<file path="src/rtl/pwm_generator_if.sv">
// Control and status bundle for pwm_generator.
// The master drives configuration/enable; the slave (generator) returns the waveform and status.
interface pwm_generator_if #(
    parameter int unsigned WIDTH = 16
);
    logic             enable;
    logic             load;
    logic [WIDTH-1:0] period_in;
    logic [WIDTH-1:0] high_in;
    logic             pwm_out;
    logic             cycle_start;
    logic             busy;
    logic             cfg_err;

    modport master (
        output enable, load, period_in, high_in,
        input  pwm_out, cycle_start, busy, cfg_err
    );

    modport slave (
        input  enable, load, period_in, high_in,
        output pwm_out, cycle_start, busy, cfg_err
    );
endinterface

</file>
<file path="src/rtl/pwm_generator.sv">
// PWM generator with shadowed configuration applied at period boundaries.
// Waveform outputs are registered from the next-cycle state and counter.
module pwm_generator #(
    parameter int unsigned WIDTH = 16
) (
    input logic          clk,
    input logic          reset,
    pwm_generator_if.slave bus
);
    typedef enum logic [1:0] {IDLE, RUN, DRAIN} state_t;

    state_t           state, state_n;
    logic [WIDTH-1:0] cnt, cnt_n, cnt_inc;
    logic [WIDTH-1:0] per_s, high_s, per_a, high_a;
    logic [WIDTH-1:0] per_s_n, high_s_n, per_a_n, high_a_n;
    logic [WIDTH-1:0] src_per, src_high;
    logic             pending, pending_n;
    logic             err_q, err_n;
    logic             pwm_q, pwm_n;
    logic             cs_q, cs_n;
    logic             load_ok, last, transfer;

    always_ff @(posedge clk or posedge reset) begin
        if (reset) begin
            state   <= IDLE;
            cnt     <= '0;
            per_s   <= '0;
            high_s  <= '0;
            per_a   <= '0;
            high_a  <= '0;
            pending <= 1'b0;
            err_q   <= 1'b0;
            pwm_q   <= 1'b0;
            cs_q    <= 1'b0;
        end else begin
            state   <= state_n;
            cnt     <= cnt_n;
            per_s   <= per_s_n;
            high_s  <= high_s_n;
            per_a   <= per_a_n;
            high_a  <= high_a_n;
            pending <= pending_n;
            err_q   <= err_n;
            pwm_q   <= pwm_n;
            cs_q    <= cs_n;
        end
    end

    always_comb begin
        load_ok   = bus.load && (bus.period_in != '0);
        last      = (cnt == per_a - WIDTH'(1));
        transfer  = (state == IDLE) || last;
        cnt_inc   = cnt + WIDTH'(1);
        src_per   = load_ok ? bus.period_in : per_s;
        src_high  = load_ok ? bus.high_in   : high_s;

        per_s_n   = per_s;
        high_s_n  = high_s;
        per_a_n   = per_a;
        high_a_n  = high_a;
        pending_n = pending;
        err_n     = err_q;
        state_n   = state;
        cnt_n     = cnt;

        if (bus.load)
            err_n = !load_ok;
        if (load_ok) begin
            per_s_n  = bus.period_in;
            high_s_n = bus.high_in;
        end

        // A load landing on a transfer cycle bypasses the shadow straight into active.
        if (transfer && (load_ok || pending)) begin
            per_a_n   = src_per;
            high_a_n  = src_high;
            pending_n = 1'b0;
        end else if (load_ok) begin
            pending_n = 1'b1;
        end

        case (state)
            IDLE: begin
                cnt_n = '0;
                if (bus.enable && (per_a_n != '0))
                    state_n = RUN;
            end
            RUN: begin
                if (last) begin
                    cnt_n   = '0;
                    state_n = bus.enable ? RUN : IDLE;
                end else begin
                    cnt_n   = cnt_inc;
                    state_n = bus.enable ? RUN : DRAIN;
                end
            end
            DRAIN: begin
                if (last) begin
                    cnt_n   = '0;
                    state_n = bus.enable ? RUN : IDLE;
                end else begin
                    cnt_n   = cnt_inc;
                    state_n = bus.enable ? RUN : DRAIN;
                end
            end
            default: begin
                state_n = IDLE;
                cnt_n   = '0;
            end
        endcase

        pwm_n = (state_n != IDLE) && (cnt_n < high_a_n);
        cs_n  = (state_n != IDLE) && (cnt_n == '0);
    end

    assign bus.pwm_out     = pwm_q;
    assign bus.cycle_start = cs_q;
    assign bus.busy        = (state != IDLE);
    assign bus.cfg_err     = err_q;
endmodule
</file>
<file path="src/flat_wrapper.sv">
// flat-port wrapper written by rule: the top's interface ports become plain ports
module pwm_generator_flat 
#(
    parameter int unsigned WIDTH = 16
)
  (clk, reset, bus_enable, bus_load, bus_period_in, bus_high_in, bus_pwm_out, bus_cycle_start, bus_busy, bus_cfg_err);
  pwm_generator_if #(.WIDTH(WIDTH)) bus_i ();
  input logic clk;
  input logic reset;
  input wire logic [$bits(bus_i.enable)-1:0] bus_enable;
  input wire logic [$bits(bus_i.load)-1:0] bus_load;
  input wire logic [$bits(bus_i.period_in)-1:0] bus_period_in;
  input wire logic [$bits(bus_i.high_in)-1:0] bus_high_in;
  output wire logic [$bits(bus_i.pwm_out)-1:0] bus_pwm_out;
  output wire logic [$bits(bus_i.cycle_start)-1:0] bus_cycle_start;
  output wire logic [$bits(bus_i.busy)-1:0] bus_busy;
  output wire logic [$bits(bus_i.cfg_err)-1:0] bus_cfg_err;
  assign bus_i.enable = bus_enable;
  assign bus_i.load = bus_load;
  assign bus_i.period_in = bus_period_in;
  assign bus_i.high_in = bus_high_in;
  assign bus_pwm_out = bus_i.pwm_out;
  assign bus_cycle_start = bus_i.cycle_start;
  assign bus_busy = bus_i.busy;
  assign bus_cfg_err = bus_i.cfg_err;
  pwm_generator #(.WIDTH(WIDTH)) u_core (.clk(clk), .reset(reset), .bus(bus_i));
endmodule
</file>
<file path="config.mk">
export PLATFORM = sky130hd
export DESIGN_NAME = pwm_generator_flat
export DESIGN_NICKNAME = d
export VERILOG_FILES = /design/src/rtl/pwm_generator_if.sv /design/src/rtl/pwm_generator.sv /design/src/flat_wrapper.sv
export SDC_FILE = /design/constraint.sdc
export NUM_CORES = 1
export LEC_CHECK = 0
export ABC_AREA = 0
export ABC_CLOCK_PERIOD_IN_PS = 5400
export CAP_MARGIN = 20
export CORE_MARGIN = 1.5
export CORE_UTILIZATION = 44
export CTS_CLUSTER_SIZE = 20
export DETAILED_ROUTE_END_ITERATION = 12
export HOLD_SLACK_MARGIN = 0.08
export PLACE_DENSITY_LB_ADDON = 0.2
export SYNTH_ARGS = -nofsm -noshare
export SYNTH_HDL_FRONTEND = slang
export SYNTH_SLANG_ARGS = --single-unit
</file>
<file path="constraint.sdc">
create_clock -name clk -period 5.4 [get_ports clk]
set_input_delay 0.54 -clock clk [delete_from_list [all_inputs] [get_ports clk]]
set_output_delay 0.54 -clock clk [all_outputs]
set_load 0.005 [all_outputs]
</file>
== Word-level counts from Yosys, hierarchy flattened ==
Cells that the tools add are included.

* Order comparisons: 1
* Add/sub/neg operators: 2
* Div/mod/pow operators: 0
* Eq/ne operators: 3
* Mux-type cells: 13
* Bitwise gates (word level): 0
* Shift operators: 0
* Multiply operators: 0
* Reductions and logical operators: 16

{| class="wikitable"
|+ Operators by type and width
! operator !! number
|-
| $mux 16 || 6
|-
| $reduce_bool 16->1 || 2
|-
| $add 16x1->16 const B || 1
|-
| $eq 16x16->1 || 1
|-
| $logic_not 16->1 || 1
|-
| $lt 16x16->1 || 1
|-
| $sub 16x1->16 const B || 1
|-
| $mux 2 || 3
|-
| $reduce_bool 2->1 || 3
|-
| $logic_and 1x1->1 || 5
|-
| $pmux 2 s2 || 1
|-
| $mux 1 || 3
|-
| $eq 2x1->1 const B || 1
|-
| $eq 2x2->1 const B || 1
|-
| $logic_not 2->1 || 1
|-
| $logic_or 1x1->1 || 2
|-
| $reduce_or 2->1 || 1
|-
| $logic_not 1->1 || 1
|}

* Bits in latches: 0
* Word-level logic and storage cells: 45
* Register bits: 86
* Memories: 0
* Bits of input ports: 36
* Bits in read-only memories: 0
* Memory bits (writable): 0

== Logic depth before layout (Yosys ltp) ==
Gate-level depths: netlist of run 1.

* Depth after elaboration: 11
* Mapped depth: 21
* Depth with buffers taken out: 19

== Worst setup path before layout of run 1 ==
OpenSTA, ideal clock, no wires.

* Kind: register to register
* Start: register u_core.per_a[0]
* End: register u_core.pwm_q, in the netlist u_core.bus.pwm_out
* Path slack: 1.041 ns
* Stages on the path, launching flop included: 22
* Arrival time: 4.282 ns
* Required time: 5.323 ns
* Buffers on the path: 2
* Setup time: 0.077 ns
* Cell sequence: dfrtp_1 inv_1 ha_1 or3b_2 xnor2_1 or4_1 o211ai_1 nand4b_4 o21ai_4 and2_4 buf_12 buf_12 mux2i_2 ha_1 a21o_1 a21o_1 a21oi_1 nor2_1 a211oi_1 o2111ai_1 a211o_1 a21oi_1

* Cells in the longest elaborated chain, start to end: 11
* Elaborated cells between the ends (all ways): 16

{| class="wikitable"
|+ RTL lines
! what !! RTL line !! text
|-
| start: declaration || pwm_generator.sv:14 || <nowiki>logic [WIDTH-1:0] per_s, high_s, per_a, high_a;</nowiki>
|-
| start signal: assignment || pwm_generator.sv:40 || <nowiki>per_a <= per_a_n;</nowiki>
|-
| $sub 16x1->16 || pwm_generator.sv:51 || <nowiki>last = (cnt == per_a - WIDTH'(1));</nowiki>
|-
| $eq 16x16->1 || pwm_generator.sv:51 ||
|-
| $logic_or 1x1->1 || pwm_generator.sv:52 || <nowiki>transfer = (state == IDLE) || last;</nowiki>
|-
| $logic_and 1x1->1 || pwm_generator.sv:74 || <nowiki>if (transfer && (load_ok || pending)) begin</nowiki>
|-
| $mux 16 || pwm_generator.sv:74 ||
|-
| $reduce_bool 16->1 || pwm_generator.sv:85 || <nowiki>if (bus.enable && (per_a_n != '0))</nowiki>
|-
| $logic_and 1x1->1 || pwm_generator.sv:85 ||
|-
| $mux 2 || pwm_generator.sv:85 ||
|-
| $pmux 2 s2 || pwm_generator.sv:82 || <nowiki>case (state)</nowiki>
|-
| $reduce_bool 2->1 || pwm_generator.sv:112 || <nowiki>pwm_n = (state_n != IDLE) && (cnt_n < high_a_n);</nowiki>
|-
| $logic_and 1x1->1 * || pwm_generator.sv:112 ||
|-
| via u_core.pwm_n || pwm_generator.sv:19 || <nowiki>logic pwm_q, pwm_n;</nowiki>
|-
| end signal: assignment || pwm_generator.sv:44 || <nowiki>pwm_q <= pwm_n;</nowiki>
|-
| end: declaration || pwm_generator.sv:19 ||
|}

The timed path passes the listed nets; every way through them passes the cells marked *.
A chain may end at the register's enable or synchronous reset.

== Worst setup path after layout of run 1 ==
* Start: register u_core.per_a[9]
* End: register u_core.pwm_q, in the netlist u_core.bus.pwm_out

The elaborated chain is that of the path after synthesis.

==> results_dict.tcl, run 1 <==
set metrics [dict create \
    antenna_left 0 \
    antenna_found_initial 0 \
    gr-total-overflow 0 \
    cp-end-kind "flip-flop" \
    clkTransAtPathRegs_ps 80 \
    fin_util 0.523 \
    yosys.area.top_type "dfrtp_1" \
    grt_max_degree 54 \
    die_width_um 106 \
    post_cts_resized 0 \
    hold_path.class "flip-flop to flip-flop" \
    hold_viol 0 \
    via_per_inst 5.41 \
    crit_type "flip-flop to flip-flop" \
    yosys-top-cells-area "dfrtp_1 (46%), mux2_2 (8.4%), ha_1 (5.0%)" \
    die_area_mm2 0.0113 \
    grt_pass1_vias 3428 \
    yosys.area_share.xor_xnor 0.0595 \
    synth.avg_cell_area_um2 10.9 \
    wire_per_inst_um 16.0 \
    slew_headroom 0.455 \
    clock_sinks 86 \
    hpwl_um 7230 \
    syn_to_final_growth_pct 15.2 \
    tns_ps 0 \
    peakVddDrop_uv 170 \
    worstMarginPinSlew_ps 809 \
    final_cell_mix "dfrtp_1 (86), nor2_1 (41), clkdlybuf4s50_1 (39)" \
    synthArstFlopShare 1.00 \
    insertion_delay_ps 370 \
    start_util 0.454 \
    yosys_warnings 0 \
    place.gp.congestion 0.868 \
    synth_top_area_frac 0.457 \
    startpoint "u_core.per_a[9]" \
    first_iter_violations 92 \
    syn_inst 431 \
    period_minus_slack_ps 4700 \
    diodes 0 \
    synth_cell_types 58 \
    post-cts-setup-buffer-count 0 \
    crit_arrival_ps 4980 \
    synth_compound_area_frac 0.0908 \
    r2r-start "u_core.per_a[9]" \
    fmax_ghz 0.213 \
    place_inst 596 \
    fin_nets 526 \
    powerDensity_mw_per_mm2 457 \
    fin_skew_ps 11.2 \
    synth_edf_count 0 \
    fin_cells 612 \
    status "complete, no violations" \
    max_cap_violations 0 \
    drv_slew 0 \
    final_common_cell "dfrtp_1" \
    syn_nets 486 \
    cts_buffer_depth 2 \
    start_kind "flip-flop" \
    cts_buffers 9 \
    pin_count 40 \
    core_area_mm2 0.0104 \
    port_buffers 39 \
    final_area_mm2 0.00543 \
    route.detailed.drc 0 \
    tritoncts "yes" \
    crit_required_ps 5690 \
    crit_fanout 13 \
    hold_buffers 0 \
    finalSetupViolCount 0 \
    rsz0062_at_grt "false" \
    dpl_cell_area_mm2 0.00522 \
    netlist_area_mm2 0.00471 \
    yosysSeqAreaShare 0.457 \
    synth-simple-area-share 0.147 \
    synth_top_family_by_area "multiplexers" \
    htree_levels 3 \
    n_fill_cell 942 \
    holdCritStartpoint "u_core.high_a[11]" \
    synth_mux_area_frac 0.147 \
    grt_use_total 0.190 \
    grt_first_pass_wirelength_um 16700 \
    root_buffer "clkbuf_8" \
    drt-pass1-iter-count 4 \
    num_vias 3312 \
    routed_wl_um 9820 \
    die_h_um 106 \
    period_share 0.869 \
    rows 37 \
    synth_ff_type "dfrtp_1" \
    ys_ff_latch 86 \
    drive_gt1_frac 0.176 \
    leakagePower_nw 2.40 \
    synth_adder_area_share 0.0505 \
]
-- metrics by stage --
step	total power [mW]	hold WS (ps)	worst slack, ps
after floorplan	1.79	453	1040
after CTS	2.51	503	686
after global routing	2.68	521	321
final	2.48	496	705
after detailed placement	2.03	480	705
after global placement	2.00	476	854
-- critical path, stage by stage (launching register included) --
cell,delay (ps)
dfrtp_1,460
nor4_1,730
nand2_1,100
or4_1,530
o211ai_1,170
nand4b_4,170
o21ai_4,240
and2_4,330
mux2i_2,270
ha_1,270
a21o_1,180
a21o_1,170
a21oi_1,130
nor2_1,50
a211oi_1,260
o2111ai_1,160
a211o_1,240
a21oi_1,160
-- worst paths after layout --
kind | endpoint | slack [ps] | cells past startpoint
setup / recovery | u_core.bus.pwm_out | 700 | 17
hold / removal | u_core.high_a[11] | 500 | 2
setup reg to reg | u_core.bus.pwm_out | 700 | 17
hold reg to reg | u_core.high_a[11] | 500 | 2
max in group asynchronous | u_core.per_a[0] | 3780 | 3
min in group asynchronous | u_core.per_s[5] | 560 | 2
-- power by group --
part	internal, mW	total, mW	switching [mW]
Sequential	0.820	0.968	0.148
Clock	0.220	0.465	0.245
Combinational	0.500	1.05	0.550
-- cells by family after synthesis --
family | Yosys count
compound gates | 62
xor+xnor | 32
fa+ha+maj | 19
buf+inv | 45
flops | 86
mux | 59
simple gates | 128
-- Yosys cell counts, types with 4 or more instances --
library cell,n
dfrtp_1,86
nor2_1,41
mux2_2,35
inv_1,27
ha_1,19
xnor2_1,19
a21oi_1,17
nand2_1,16
nor4_1,16
xor2_1,13
clkbuf_1,12
mux2i_1,11
nand3_1,10
mux2_4,9
a21o_1,7
o21ai_0,7
nand4_1,6
nor3_1,6
a31oi_1,4
and3_1,4
mux2i_2,4
nand2b_1,4
nor2b_1,4
o211ai_1,4
or4_1,4
-- routing by layer --
layer	GRT usage	wire [um]	up-vias	share of wire
li1	-	-	1616	-
met1	0.248	4550	1596	0.46
met2	0.311	4550	79	0.46
met3	0.0307	452	21	0.046
met4	0.0876	260	0	0.026
met5	0	0	-	0
-- flip-flops by register name, indices dropped and copies added, names as in the netlist --
name,count
u_core.cnt,16
u_core.high_a,16
u_core.high_s,16
u_core.per_a,16
u_core.per_s,16
u_core.state,2
u_core.bus.cfg_err,1
u_core.bus.cycle_start,1
u_core.bus.pwm_out,1
u_core.pending,1
-- final cells by class --
type,instances,area [um^2],area share
multi-input combinational,300,2350,0.433
sequential,86,2150,0.396
timing repair buffer,46,443,0.0816
tap,136,170,0.0314
clock buffer,9,124,0.0228
inverter,28,106,0.0196
clock inverter,7,80.1,0.0148
Power figures use the tool's default switching activity.
==> inputs of run 2 (changes only) <==
--- a/config.mk
+++ b/config.mk
@@ -9,7 +9,7 @@
 export ABC_CLOCK_PERIOD_IN_PS = 5400
 export CAP_MARGIN = 20
 export CORE_MARGIN = 1.5
-export CORE_UTILIZATION = 44
+export CORE_UTILIZATION = 58
 export CTS_CLUSTER_SIZE = 20
 export DETAILED_ROUTE_END_ITERATION = 12
 export HOLD_SLACK_MARGIN = 0.08
==> run 2 against run 1 <==
  * Critical path depth unchanged
  * Power rose by 1.7%
  * Utilization is 17 points higher
  * Worst hold slack got worse by 3.0 ps
  * Critical endpoint unchanged
  * Largest cell class unchanged
  * Highest routed layer unchanged
==> results_dict.tcl, run 2 (same netlist as run 1, synthesis figures left out) <==
set metrics [dict create \
    status "complete, no violations" \
    crit_required_ps 5690 \
    startpoint "u_core.per_a[4]" \
    pin_count 40 \
    fmax_ghz 0.206 \
    cts_buffer_depth 2 \
    r2r-end "u_core.bus.pwm_out" \
    drt-pass1-iter-count 4 \
    regToRegSetupSlack_ps 540 \
    post_cts_resized 0 \
    tritoncts "yes" \
    leakagePower_nw 2.40 \
    met3_length_um 378 \
    max_cap_violations 0 \
    fin_nets 525 \
    finalSetupViolCount 0 \
    worstMarginPinSlew_ps 858 \
    first_iter_violations 153 \
    route.detailed.drc 0 \
    rsz0062_at_grt "false" \
    fin_skew_ps 10.4 \
    tns_ps 0 \
    holdCritStartpoint "u_core.high_a[12]" \
    clkTransAtPathRegs_ps 90 \
    gr-total-overflow 0 \
    drv_slew 0 \
    r2r-start "u_core.per_a[4]" \
    via_per_inst 5.69 \
    peakVddDrop_uv 327 \
    period_minus_slack_ps 4860 \
    wire_per_inst_um 16.8 \
    period_share 0.899 \
    multi_input_area_mm2 0.00235 \
    seqCellArea_mm2 0.00215 \
    hold_slack_ps 493 \
    root_buffer "clkbuf_8" \
    r2r_cells 17 \
    rows 32 \
    cp-end-kind "flip-flop" \
    place.gp.congestion 0.845 \
    highest_layer "met4" \
    drive_gt1_frac 0.175 \
    antenna_left 0 \
    crit_type "flip-flop to flip-flop" \
    hold_buffers 0 \
    grt_first_pass_wirelength_um 16500 \
    antenna_found_initial 0 \
    n_fill_cell 626 \
    clock_sinks 86 \
    start_kind "flip-flop" \
    hold_viol 0 \
    port_buffers 39 \
    wl_met1_um 4620 \
    worstHoldPathCells 2 \
    core_area_mm2 0.00781 \
    final_common_cell "dfrtp_1" \
    die_area_mm2 0.00867 \
    cts_buffers 9 \
    die_h_um 93.1 \
    start_util 0.603 \
    grt_max_degree 50 \
    hpwl_um 7120 \
    crit_fanout 16 \
    min_to "u_core.high_a[12]" \
    routed_wl_um 9680 \
    slew_headroom 0.422 \
    post-cts-setup-buffer-count 0 \
    dpl_cell_area_mm2 0.00517 \
    grt_pass1_vias 3385 \
    die_width_um 93.1 \
    grt_use_total 0.249 \
    insertion_delay_ps 370 \
    final_cell_mix "dfrtp_1 (86), nor2_1 (41), clkdlybuf4s50_1 (39)" \
    wl_met2_um 4500 \
    crit_arrival_ps 5150 \
    htree_levels 3 \
    hold_path.class "flip-flop to flip-flop" \
    powerDensity_mw_per_mm2 468 \
    diodes 0 \
    num_vias 3281 \
    syn_to_final_growth_pct 14.5 \
    final_area_mm2 0.00539 \
]
[run 2: cell types whose count changed in the layout (fill, tap and decap cells not counted), sizes merged]
cell / previous run / this run
clkinvlp: 1 / 0
clkinv: 3 / 5
bufinv: 1 / 2
inv: 30 / 28
buf: 7 / 6
[run 2: worst max-delay path by stage]
stage | endpoint | slack (ps) | cells past startpoint
final | u_core.bus.pwm_out | 540 | 17
after CTS | u_core.bus.pwm_out | 550 | 17
after floorplan | u_core.bus.pwm_out | 1040 | 21
after global routing | u_core.bus.pwm_out | 110 | 17
after detailed placement | u_core.bus.pwm_out | 610 | 17
after global placement | u_core.bus.pwm_out | 790 | 17
[run 2: critical path: stages (launching register included)]
cell	delay (ps)
dfrtp_1	460
or4_1	630
or4_1	560
o22ai_1	160
o211ai_1	150
nand4b_4	230
o21ai_4	230
and2_4	370
mux2i_2	270
ha_1	270
a21o_1	180
a21o_1	170
a21oi_1	150
nor2_1	50
a211oi_1	290
o2111ai_1	190
a211o_1	250
a21oi_1	140
[run 2: per-stage QoR]
stage	utilization	cells	power, mW	setup WS (ps)
finish	0.691	577	2.52	545
detailed placement	0.663	561	2.02	612
floorplan	-	431	1.79	1040
CTS	0.691	577	2.54	548
global placement	0.663	561	1.97	791
global route	0.691	577	2.70	111
[run 2: layout make-up]
cell class                      count  area share
Clock buffer                        9      0.0230
Clock inverter                      7      0.0179
Inverter                           28      0.0197
Multi-Input combinational cell    300       0.436
Sequential cell                    86       0.399
Tap cell                          102      0.0237
Timing Repair Buffer               45      0.0807
[run 2: power by group]
part,internal [mW],switching (mW)
logic,0.497,0.549
registers,0.820,0.151
clock network,0.262,0.244
[run 2: routing by layer]
metal | GRT usage | up-vias
met5 | 0 | -
met4 | 0.0909 | 0
met3 | 0.0455 | 16
met2 | 0.385 | 60
met1 | 0.351 | 1597
li1 | - | 1608
